<file path="config.mk">
export PLATFORM = sky130hd
export DESIGN_NAME = tpu_sequencer
export DESIGN_NICKNAME = d
export VERILOG_FILES = /design/src/rtl/tpu_pkg.sv /design/src/rtl/seq_timeout_counter.sv /design/src/rtl/tpu_sequencer.sv
export SDC_FILE = /design/constraint.sdc
export NUM_CORES = 1
export LEC_CHECK = 0
export BUFFER_PORTS_ARGS = -buffer_cell sky130_fd_sc_hd__buf_2
export CAP_MARGIN = 40
export CELL_PAD_IN_SITES_DETAIL_PLACEMENT = 1
export CELL_PAD_IN_SITES_GLOBAL_PLACEMENT = 1
export CORE_AREA = 2 2 168 170
export CTS_BUF_LIST = sky130_fd_sc_hd__clkbuf_8
export CTS_CLUSTER_DIAMETER = 120
export DETAILED_ROUTE_END_ITERATION = 7
export DIE_AREA = 0 0 170 172
export GPL_TIMING_DRIVEN = 1
export HOLD_SLACK_MARGIN = 0.1
export PLACE_DENSITY = 0.72
export SLEW_MARGIN = 20
export SYNTH_ARGS = -nofsm -noshare
export SYNTH_HDL_FRONTEND = slang
export SYNTH_SLANG_ARGS = --single-unit
</file>
<file path="constraint.sdc">
create_clock -name clk -period 2.2 [get_ports clk]
set_input_delay 0.55 -clock clk [delete_from_list [all_inputs] [get_ports clk]]
set_output_delay 0.55 -clock clk [all_outputs]
set_load 0.1 [all_outputs]
</file>
<file path="src/rtl/tpu_pkg.sv">
// tpu_pkg: shared definitions for the TPU command sequencer.
//   - ADDR_W / TILE_W / ERR_W   : field widths of a matmul command
//   - S_* / seq_state_e         : sequencer state encoding
//   - ERR_*                     : err_code values reported on a timeout
//   - rep_addr_width()          : width of a per-column replicated address bus
//   - err_code_of()             : maps a timed-out wait state to its err_code
package tpu_pkg;

  localparam int ADDR_W = 8;
  localparam int TILE_W = 4;
  localparam int ERR_W  = 3;

  localparam logic [2:0] S_IDLE      = 3'd0;
  localparam logic [2:0] S_FILL      = 3'd1;
  localparam logic [2:0] S_WAIT_FILL = 3'd2;
  localparam logic [2:0] S_DRAIN     = 3'd3;
  localparam logic [2:0] S_COMPUTE   = 3'd4;
  localparam logic [2:0] S_WAIT_OUT  = 3'd5;
  localparam logic [2:0] S_DONE      = 3'd6;
  localparam logic [2:0] S_ERROR     = 3'd7;

  typedef enum logic [2:0] {
    ST_IDLE      = S_IDLE,
    ST_FILL      = S_FILL,
    ST_WAIT_FILL = S_WAIT_FILL,
    ST_DRAIN     = S_DRAIN,
    ST_COMPUTE   = S_COMPUTE,
    ST_WAIT_OUT  = S_WAIT_OUT,
    ST_DONE      = S_DONE,
    ST_ERROR     = S_ERROR
  } seq_state_e;

  localparam logic [ERR_W-1:0] ERR_NONE      = 3'd0;
  localparam logic [ERR_W-1:0] ERR_WAIT_FILL = 3'd1;
  localparam logic [ERR_W-1:0] ERR_DRAIN     = 3'd2;
  localparam logic [ERR_W-1:0] ERR_WAIT_OUT  = 3'd3;

  // One ADDR_W-bit address per array column.
  function automatic int rep_addr_width(input int width_height);
    return width_height * ADDR_W;
  endfunction

  function automatic logic [ERR_W-1:0] err_code_of(input seq_state_e s);
    logic [ERR_W-1:0] code;
    case (s)
      ST_WAIT_FILL: code = ERR_WAIT_FILL;
      ST_DRAIN:     code = ERR_DRAIN;
      ST_WAIT_OUT:  code = ERR_WAIT_OUT;
      default:      code = ERR_NONE;
    endcase
    return code;
  endfunction

endpackage

</file>
<file path="src/rtl/seq_timeout_counter.sv">
// seq_timeout_counter: counts cycles spent in a wait state.
//   clk     : system clock
//   reset   : asynchronous active-low reset
//   clear   : restart the count at 0 on the next cycle (state change)
//   en      : the sequencer is in a wait state this cycle
//   expired : en is high and this is cycle TIMEOUT_CYCLES-1 of the wait
module seq_timeout_counter #(
  parameter int TIMEOUT_CYCLES = 1024
) (
  input  logic clk,
  input  logic reset,
  input  logic clear,
  input  logic en,
  output logic expired
);

  localparam int CNT_W = (TIMEOUT_CYCLES > 2) ? $clog2(TIMEOUT_CYCLES) : 1;
  localparam logic [CNT_W-1:0] LAST = CNT_W'(TIMEOUT_CYCLES - 1);

  logic [CNT_W-1:0] cnt_q;
  logic [CNT_W-1:0] cnt_d;

  // The count saturates at LAST so it cannot wrap if the owner lingers.
  always_comb begin
    cnt_d = cnt_q;
    if (clear) begin
      cnt_d = '0;
    end else if (en && (cnt_q != LAST)) begin
      cnt_d = cnt_q + CNT_W'(1);
    end
  end

  always_ff @(posedge clk or negedge reset) begin
    if (!reset) begin
      cnt_q <= '0;
    end else begin
      cnt_q <= cnt_d;
    end
  end

  assign expired = en && (cnt_q == LAST);

endmodule

</file>
<file path="src/rtl/tpu_sequencer.sv">
// tpu_sequencer: accepts one matmul command and drives the TPU top level
// through weight load (fill pulse, drain level) and one active pulse per tile,
// waiting on the top level's done flags between steps.
//   clk, reset (async active-low)
//   cmd_*            : command handshake and fields (valid/ready)
//   abort            : synchronous abort back to IDLE
//   mem_to_fifo_done, fifo_to_arr_done, output_done : level done flags
//   *Mem_*_addr_base : current bases, replicated once per array column
//   fill_fifo, drain_fifo, active : TPU control strobes
//   busy, done, error, err_code   : status
// Every output is a register loaded from the next state, so each output is
// aligned with the state the machine is in during that cycle.
module tpu_sequencer
  import tpu_pkg::*;
#(
  parameter int WIDTH_HEIGHT   = 16,
  parameter int TIMEOUT_CYCLES = 1024
) (
  input  logic                           clk,
  input  logic                           reset,
  input  logic                           cmd_valid,
  output logic                           cmd_ready,
  input  logic [ADDR_W-1:0]              cmd_weight_base,
  input  logic [ADDR_W-1:0]              cmd_input_base,
  input  logic [ADDR_W-1:0]              cmd_output_base,
  input  logic [TILE_W-1:0]              cmd_tiles_m1,
  input  logic                           cmd_skip_weights,
  input  logic                           abort,
  input  logic                           mem_to_fifo_done,
  input  logic                           fifo_to_arr_done,
  input  logic                           output_done,
  output logic [WIDTH_HEIGHT*ADDR_W-1:0] weightMem_rd_addr_base,
  output logic [WIDTH_HEIGHT*ADDR_W-1:0] inputMem_rd_addr_base,
  output logic [WIDTH_HEIGHT*ADDR_W-1:0] outputMem_wr_addr_base,
  output logic                           fill_fifo,
  output logic                           drain_fifo,
  output logic                           active,
  output logic                           busy,
  output logic                           done,
  output logic                           error,
  output logic [ERR_W-1:0]               err_code
);

  localparam int BUS_W = rep_addr_width(WIDTH_HEIGHT);
  // Per-tile stride; the cast keeps it modulo 256 like the address itself.
  localparam logic [ADDR_W-1:0] STRIDE = ADDR_W'(WIDTH_HEIGHT);

  seq_state_e state_q, state_d;

  logic [ADDR_W-1:0] wbase_q, wbase_d;
  logic [ADDR_W-1:0] ibase_q, ibase_d;
  logic [ADDR_W-1:0] obase_q, obase_d;
  logic [TILE_W-1:0] tile_cnt_q, tile_cnt_d;

  logic             cmd_ready_q, cmd_ready_d;
  logic             busy_q, busy_d;
  logic             fill_q, fill_d;
  logic             drain_q, drain_d;
  logic             active_q, active_d;
  logic             done_q, done_d;
  logic             error_q, error_d;
  logic [ERR_W-1:0] err_code_q, err_code_d;

  logic timed_out;
  logic tmo_clear;
  logic tmo_en;
  logic tmo_expired;

  // Any state change restarts the wait counter, so each wait state (including
  // every re-entry of WAIT_OUT between tiles) starts from zero.
  assign tmo_clear = (state_d != state_q);
  assign tmo_en    = (state_q == ST_WAIT_FILL) || (state_q == ST_DRAIN) ||
                     (state_q == ST_WAIT_OUT);

  seq_timeout_counter #(
    .TIMEOUT_CYCLES(TIMEOUT_CYCLES)
  ) u_timeout (
    .clk    (clk),
    .reset  (reset),
    .clear  (tmo_clear),
    .en     (tmo_en),
    .expired(tmo_expired)
  );

  always_comb begin
    state_d    = state_q;
    wbase_d    = wbase_q;
    ibase_d    = ibase_q;
    obase_d    = obase_q;
    tile_cnt_d = tile_cnt_q;
    error_d    = error_q;
    err_code_d = err_code_q;
    timed_out  = 1'b0;

    if (abort) begin
      // Abort wins over everything, including a same-cycle command.
      state_d = ST_IDLE;
    end else begin
      case (state_q)
        ST_IDLE, ST_ERROR: begin
          if (cmd_valid) begin
            wbase_d    = cmd_weight_base;
            ibase_d    = cmd_input_base;
            obase_d    = cmd_output_base;
            tile_cnt_d = cmd_tiles_m1;
            error_d    = 1'b0;
            err_code_d = ERR_NONE;
            state_d    = cmd_skip_weights ? ST_COMPUTE : ST_FILL;
          end
        end
        ST_FILL: state_d = ST_WAIT_FILL;
        ST_WAIT_FILL: begin
          if (mem_to_fifo_done) begin
            state_d = ST_DRAIN;
          end else if (tmo_expired) begin
            timed_out = 1'b1;
          end
        end
        ST_DRAIN: begin
          if (fifo_to_arr_done) begin
            state_d = ST_COMPUTE;
          end else if (tmo_expired) begin
            timed_out = 1'b1;
          end
        end
        ST_COMPUTE: state_d = ST_WAIT_OUT;
        ST_WAIT_OUT: begin
          if (output_done) begin
            if (tile_cnt_q != '0) begin
              tile_cnt_d = tile_cnt_q - TILE_W'(1);
              ibase_d    = ibase_q + STRIDE;
              obase_d    = obase_q + STRIDE;
              state_d    = ST_COMPUTE;
            end else begin
              state_d = ST_DONE;
            end
          end else if (tmo_expired) begin
            timed_out = 1'b1;
          end
        end
        ST_DONE: state_d = ST_IDLE;
        default: state_d = ST_IDLE;
      endcase
    end

    if (timed_out) begin
      state_d    = ST_ERROR;
      error_d    = 1'b1;
      err_code_d = err_code_of(state_q);
    end

    // Strobes decode from the next state; an abort lands in IDLE, which
    // already forces fill/drain/active low.
    fill_d      = (state_d == ST_FILL);
    drain_d     = (state_d == ST_DRAIN);
    active_d    = (state_d == ST_COMPUTE);
    done_d      = (state_d == ST_DONE);
    cmd_ready_d = (state_d == ST_IDLE) || (state_d == ST_ERROR);
    busy_d      = !cmd_ready_d;
  end

  always_ff @(posedge clk or negedge reset) begin
    if (!reset) begin
      state_q     <= ST_IDLE;
      wbase_q     <= '0;
      ibase_q     <= '0;
      obase_q     <= '0;
      tile_cnt_q  <= '0;
      cmd_ready_q <= 1'b1;
      busy_q      <= 1'b0;
      fill_q      <= 1'b0;
      drain_q     <= 1'b0;
      active_q    <= 1'b0;
      done_q      <= 1'b0;
      error_q     <= 1'b0;
      err_code_q  <= ERR_NONE;
    end else begin
      state_q     <= state_d;
      wbase_q     <= wbase_d;
      ibase_q     <= ibase_d;
      obase_q     <= obase_d;
      tile_cnt_q  <= tile_cnt_d;
      cmd_ready_q <= cmd_ready_d;
      busy_q      <= busy_d;
      fill_q      <= fill_d;
      drain_q     <= drain_d;
      active_q    <= active_d;
      done_q      <= done_d;
      error_q     <= error_d;
      err_code_q  <= err_code_d;
    end
  end

  assign weightMem_rd_addr_base = {WIDTH_HEIGHT{wbase_q}};
  assign inputMem_rd_addr_base  = {WIDTH_HEIGHT{ibase_q}};
  assign outputMem_wr_addr_base = {WIDTH_HEIGHT{obase_q}};

  assign cmd_ready  = cmd_ready_q;
  assign busy       = busy_q;
  assign fill_fifo  = fill_q;
  assign drain_fifo = drain_q;
  assign active     = active_q;
  assign done       = done_q;
  assign error      = error_q;
  assign err_code   = err_code_q;

  // BUS_W documents the replicated bus width; tie it to the port width.
  logic unused_bus_w;
  assign unused_bus_w = (BUS_W == $bits(weightMem_rd_addr_base));

endmodule

</file>
* Yosys cells after proc, flatten, opt, wreduce, memory -nomap -nowiden
Index checks and enable logic that the tools add are counted.
** Word-level totals
- Bits in registers :: 51
- Latch bits :: 0
- Bits in writable memories :: 0
- Memory bits (read-only) :: 0
- Input port bits :: 36
- Memories :: 0
** Cells by class
- Add/subtract/negate cells :: 4
- Multipliers :: 0
- Div/mod/pow operators :: 0
- $lt $le $gt $ge :: 0
- Equality and inequality tests :: 19
- Shift-type cells :: 0
- Mux-type cells :: 38
- Bitwise gates (word level) :: 1
- Reductions and logical operators :: 17
** Operator list (count)
- $mux 8 :: 6
- $mux 3 :: 11
- $pmux 8 s2 :: 2
- $eq 3x3->1 const B :: 7
- $pmux 3 s7 :: 1
- $mux 10 :: 2
- $add 8x5->8 const B :: 2
- $mux 4 :: 3
- $add 10x1->10 const B :: 1
- $eq 10x10->1 const B :: 1
- $ne 10x10->1 const B :: 1
- $eq 3x2->1 const B :: 3
- $mux 1 :: 9
- $pmux 4 s2 :: 1
- $reduce_bool 2->1 :: 4
- $eq 3x1->1 const B :: 2
- $logic_not 3->1 :: 2
- $pmux 2 s3 :: 1
- $reduce_and 3->1 :: 2
- $reduce_and 5->1 :: 1
- $ne 2x1->1 const B :: 2
- $ne 2x2->1 const B :: 2
- $reduce_bool 4->1 :: 1
- $sub 4x1->4 const B :: 1
- 8 further kinds :: 11

* Depth between registers and ports, before layout
Gate-level depths: netlist of run 1.
- Depth after elaboration :: 12
- Mapped depth :: 9

* Modules after synthesis
Synthesis of run 1 repeated with hierarchy kept, for this count alone.
** Unflattened totals
- Cell total of the unflattened synthesis :: 652
- Area, all modules :: 5439.0 µm²
** Modules (own cells, without submodules)
- tpu_sequencer :: times used 1, cells each 581, area an instance 4788.3 µm², sequential area each 1002.2 µm²
- seq_timeout_counter :: times used 1, cells each 71, area an instance 650.6 µm², sequential area each 250.2 µm²

* Worst setup path before layout of run 1
Ideal clock, no wire load.
- Kind :: register to register
- Start :: register tile_cnt_q[0]
- End :: register u_timeout.cnt_q[9]
- Library setup time :: 0.095 ns
- Data arrival time :: 2.087 ns
- Slack :: 0.018 ns
- Cell stages (with the launch flop) :: 10
- Period minus slack after synthesis :: 2.182 ns
- Path through :: dfrtp_1 inv_1 ha_1 nor3b_1 a221o_1 a31oi_4 nand2_4 o32a_1 buf_6 nor4bb_4
** On the way
- Cells in the longest elaborated chain, start to end :: 8
- Elaborated cells on any way between the ends :: 9
- Those cells by class :: eq/ne (1); mux (6); reduce/logical (2)
** RTL lines
- start, declared :: RTL line tpu_sequencer.sv:53 : logic [TILE_W-1:0] tile_cnt_q, tile_cnt_d;
- start signal, assigned :: RTL line tpu_sequencer.sv:182 : tile_cnt_q <= tile_cnt_d;
- $reduce_bool 4->1 (*) :: RTL line tpu_sequencer.sv:129 : if (tile_cnt_q != '0) begin
- $mux 2 (*) :: RTL line tpu_sequencer.sv:129
- $mux 3 (*) :: RTL line tpu_sequencer.sv:128 : if (output_done) begin
- $pmux 3 s7 (*) :: RTL line tpu_sequencer.sv:99 : case (state_q)
- $mux 3 (*) :: RTL line tpu_sequencer.sv:95 : if (abort) begin
- $mux 3 (*) :: RTL line tpu_sequencer.sv:146 : if (timed_out) begin
- via state_d[1] :: RTL line tpu_sequencer.sv:48 : seq_state_e state_q, state_d;
- $ne 3x3->1 (*) :: RTL line tpu_sequencer.sv:71 : assign tmo_clear = (state_d != state_q);
- $mux 10 / $reduce_bool 2->1 (equally long branches)
- end signal, assigned :: RTL line seq_timeout_counter.sv:37 : cnt_q <= cnt_d;
- end, declared :: RTL line seq_timeout_counter.sv:20 : logic [CNT_W-1:0] cnt_q;
Mark *: on every way through the listed nets, which the timed path passes. The rest lies on a longest branch.
A chain may end at the register's enable or synchronous reset.

* Worst setup path after layout of run 1
- Start :: register tile_cnt_q[1]
- End :: register u_timeout.cnt_q[9]
Same word-level chain as after synthesis.

==> impl_metrics.ini, run 1 <==
[synth]
synth_edf_count = 0
synth_cells = 644
syn_area_um2 = 5336
ys_seq_area_share_pct = 23.47
syn_nets = 685
ys_ff_latch = 50
ys_async_sr_fraction_pct = 100.0
avgSynthCellArea_um2 = 8.286
ys.flop_type = dfrtp_1
ys_types = 54
synth_warnings = 0

[route]
wirelength_met1_um = 5948
drt-initial-drc-count = 127
drcViolationCount = 0
wl_per_cell_um = 13.48
wl_met2_um = 7627
via_per_inst = 3.701
drt_wl_total_um = 14680
wl_met3_um = 987
firstDrtPassIters = 4
drtAntennaViolNets = 0
dr.max_layer_used = met4
vias = 4030

[floorplan]
die_h_um = 172
rows = 61
core_um2 = 27480
start_util_pct = 19.42
die_w_um = 170
io_pins = 430
die-area_um2 = 29240

[global_routing]
grt_pass1_wl_um = 19900
globalRouteOverflowTotal = 0
antenna_found_initial = 0
grt_util_all_layers_pct = 8.801
grt_pass1_vias = 3448
grt_max_degree = 51

[setup_path]
crit_path_end_kind = flop
crit_arrival_ns = 2.39
critPathRequiredTime_ns = 2.45
r2r_setup_slack_ns = 0.06
cp_max_fo = 4
crit_path_cell_trace = inv_1 > ha_4 > nor3b_4 > a221o_1 > a31oi_4 > nand2_4 > o32a_1 > nor4bb_4
crit_path_start_kind = flop
r2r_cells = 8
reg2reg_from = tile_cnt_q[1]
r2r-end = u_timeout.cnt_q[9]
crit_type = flop to flop
max_stage_delay_ns = 0.40
critPathSlowestCell = o32a_1

[clock_tree]
cts.sinks = 50
clock_latency_ns = 0.34
cts_root_buf = clkbuf_8
cts_tree = done
ctsLongestPathBuffers = 2
htreeDepth = 2
cts_hold_buf = 0
path_clk_slew_ns = 0.12
numCtsBuffers = 5

[final_layout]
final_common_cell = buf_2
layout.nets = 783
design_area_um2 = 5654
fill_cells = 3453
drive_gt1_share_pct = 69.18
n_antenna_cell = 0
area_growth_pct = 5.955
most-common-layout-cells = buf_2 (427), nand2_1 (45), dfrtp_1 (42)
utilization_pct = 20.58

[placed_design]
portBuffers = 428
hpwl_um = 11360
placed_cell_area_um2 = 5419
place.gp.congestion = 0.7764

[sta]
min_period_ns = 2.140
rsz0062_at_grt = true
drv_slew = 0
hold_violations = 0
max_slew_margin_pct = 60.65
worst_pin_slew_ns = 0.5849
setup_viol = 0
fin_crit_sh_pct = 97.28
fin_skew_ns = 0.009957
max_freq_mhz = 467.2

[worst_hold_path]
hold_class = primary input to asynchronous set/reset pin

[flow_run]
maxCapViolCount = 0

[outcome]
status = finished clean
worst max-delay path: cells and delay by family, from the launching register on:
family / cells / cell delay [ns]
simple gates: 3 / 0.50
fa+ha+maj: 1 / 0.16
buf+inv: 1 / 0.08
compound gates: 3 / 0.94
flops: 1 / 0.36
cells in the mapped netlist (all sizes together), types with 3 or more instances:
cell    count  area share (%)
dfrtp      49              23
nor2       21             1.5
and3        4            0.47
nor2b       6            0.70
nand3      17             1.6
inv         7            0.49
nand2b      6            0.70
a21oi      13             1.2
mux2       10             2.1
xor2        5            0.82
a31oi       4            0.75
nor3b       3            0.42
o21ai      23             2.2
nand2      46             3.4
buf       367              52
or2         4            0.47
ha          5             1.2
clkbuf      7            0.49
nor3       12             1.1
and2        3            0.35
sequential cells by signal, indices dropped and copies added (netlist names), 2 cells and up:
register / flops
u_timeout.cnt_q: 10
ibase_q: 8
obase_q: 8
wbase_q: 8
tile_cnt_q: 4
state_q: 3
err_code: 2
layer usage:
metal  vias up  GRT usage, %
met1      1919         10.38
li1       1906             -
met5         -             0
met4         0         1.784
met3         8         1.556
met2       197         16.66
how the worst max path moves through the flow:
stage | startpoint | endpoint | slack (ns) | cells after the start
4_1_cts | wbase_q[2] | weightMem_rd_addr_base[42] | -0.0007 | 1
2_1_floorplan | tile_cnt_q[0] | u_timeout.cnt_q[9] | 0.02 | 9
3_3_place_gp | tile_cnt_q[0] | obase_q[4] | -0.34 | 8
5_1_grt | tile_cnt_q[1] | u_timeout.cnt_q[9] | -0.02 | 8
6_report | tile_cnt_q[1] | u_timeout.cnt_q[9] | 0.06 | 8
3_5_place_dp | tile_cnt_q[0] | obase_q[4] | -0.38 | 8
repair_timing:
action / 4_1_cts / 5_1_grt
pin swaps: 2 / 4
gates resized for setup: 9 / 24
setup buffers: 0 / 3
setup endpoints to repair: 42 / 88
cells by family (layout without fill, tap and decap cells):
kind of cell	count (synthesis)	after routing	share of synthesized area [%]
adder cells (fa/ha/maj)	5	5	1.172
XOR/XNOR	7	7	1.149
multiplexers	12	12	2.485
AND/OR/NAND/NOR	132	132	12.43
other	1	1	0.07027
AO/OA/AOI/OAI	56	56	6.683
buffers and inverters	381	480	52.54
flip-flops	50	50	23.47
metrics by stage:
step / hold WS [ns] / setup TNS, ns / setup WS (ns) / std cells
6_report: 0.1980 / 0 / 0.05977 / 1089
5_1_grt: 0.2121 / -0.1648 / -0.02316 / 1089
4_1_cts: 0.1870 / -0.001105 / -0.0006692 / 1086
3_5_place_dp: 0.4732 / -3.988 / -0.3754 / 1078
3_3_place_gp: 0.4568 / -4.680 / -0.3398 / 1078
2_1_floorplan: 0.2544 / 0 / 0.01779 / 644
final cells by class:
type	instances	area, um2	share of cell area, %
inverter	7	26.28	0.4647
sequential	50	1261	22.31
multi-input combinational	213	1370	24.23
clock inverter	3	28.78	0.5090
tap	346	432.9	7.657
clock buffer	5	68.82	1.217
timing repair buffer	465	2466	43.62
Power of run 1 is not shown: default switching activity piles up to over one toggle a cycle in this logic, so the estimate is an artifact.
==> run 2: changes to the inputs <==
Settings changed: BUFFER_PORTS_ARGS -buffer_cell sky130_fd_sc_hd__buf_2 to -buffer_cell sky130_fd_sc_hd__buf_4, CTS_CLUSTER_SIZE set to 24.
==> impl_metrics.ini, run 2 (synthesis gave the netlist of run 1 again) <==
[global_routing]
grt_max_degree = 51
grt_pass1_wl_um = 20880
grt_util_all_layers_pct = 9.143
antenna_found_initial = 1
globalRouteOverflowTotal = 0
grt_pass1_vias = 3562

[clock_tree]
numCtsBuffers = 5
cts_tree = done
cts.sinks = 50
htreeDepth = 2
path_clk_slew_ns = 0.12
clock_latency_ns = 0.34
ctsLongestPathBuffers = 2
cts_root_buf = clkbuf_8
cts_hold_buf = 0

[floorplan]
start_util_pct = 19.42
io_pins = 430
die_h_um = 172
die_w_um = 170
rows = 61
die-area_um2 = 29240
core_um2 = 27480

[route]
drt-initial-drc-count = 105
drt_wl_total_um = 15280
vias = 4028
wl_per_cell_um = 13.99
firstDrtPassIters = 4
drcViolationCount = 0
drtAntennaViolNets = 0
via_per_inst = 3.689

[sta]
timing.setup.tns_ns = 0
max_freq_mhz = 470.7
setup_slack_ns = 0.07531
setup_viol = 0
worst_pin_slew_ns = 0.7214
min_period_ns = 2.125
fin_skew_ns = 0.01060
drv_slew = 0
max_slew_margin_pct = 51.91
hold_violations = 0
fin_crit_sh_pct = 96.58
rsz0062_at_grt = true

[placed_design]
hpwl_um = 12120
place.gp.congestion = 0.7907
portBuffers = 428
dp_slack_ns = -0.1161

[final_layout]
most-common-layout-cells = buf_4 (463), nand2_1 (45), dfrtp_1 (45)
layout.nets = 785
area_growth_pct = 25.04
largest_reg_flops = 10
regArea_um2 = 1257
final_common_cell = buf_4
regMostFlops = u_timeout.cnt_q
utilization_pct = 24.29
drive_gt1_share_pct = 67.79
fill_cells = 3301
multi_input_area_um2 = 1326

[setup_path]
crit_path_start_kind = flop
crit_type = flop to flop
crit_arrival_ns = 2.38
cp_max_fo = 4
critPathRequiredTime_ns = 2.46
crit_path_end_kind = flop

[flow_run]
maxCapViolCount = 0

[worst_hold_path]
hold_class = primary input to asynchronous set/reset pin

[outcome]
status = finished clean
## run 2: cell types whose count changed in the layout (fill, tap and decap cells not counted), moves of 2 or more
cell and delta:
buf_2 -427, buf_4 +433, buf_6 -2, dfrtp_1 +3, dfrtp_2 -3, nor2_1 +2, nor2_2 -2
## run 2: final timing paths
kind                                     from                 end  cells after the start  slack (ns)
max                             tile_cnt_q[1]  u_timeout.cnt_q[9]                      8        0.08
min                                     reset  u_timeout.cnt_q[3]                      1        0.25
max reg2reg                     tile_cnt_q[1]  u_timeout.cnt_q[9]                      8        0.08
min reg2reg                             error               error                      2        0.51
max in group asynchronous               reset          wbase_q[7]                      1        1.42
min in group clk           cmd_weight_base[0]          wbase_q[0]                      2        0.45
## run 2: through the flow
stage               cells  area [um2]  hold WS, ns
floorplan             644        5336       0.2544
global placement     1079        6480       0.4646
detailed placement   1079        6480       0.4892
CTS                  1087        6584       0.2806
global route         1092        6673       0.2915
finish               1092        6673       0.2505
## run 2: final cells by class
cell class              instances  area share [%]
repair buffers                467           52.90
multi-input cells             213           19.88
flip-flops and latches         50           18.84
well taps                     346           6.488
clock buffers                   5           1.031
clock inverters                 3          0.4313
inverters                       7          0.3938
diodes                          1         0.03750
## run 2: per-layer routing
metal  track usage, %  part of all wire [%]  vias up
met3            1.923                   7.1       10
met1            10.65                    40     1915
met5                0                     0        -
met4            2.230                   1.2        0
met2            17.07                    52      196
li1                 -                     -     1907
## run 2: worst max-delay path, cell delays in order (launching register included)
cell and delay (ns):
dfrtp_1 0.36, inv_1 0.08, ha_4 0.15, nor3b_4 0.15, a221o_1 0.34, a31oi_4 0.20
nand2_4 0.06, o32a_1 0.42, nor4bb_4 0.29
## run 2: timing repair
item                       4_1_cts  5_1_grt
buffers inserted                 0        4
setup endpoints to repair       29       46
pin swaps                        2        2
gates resized for setup          3       16
Power of run 2 is left out for the same reason.
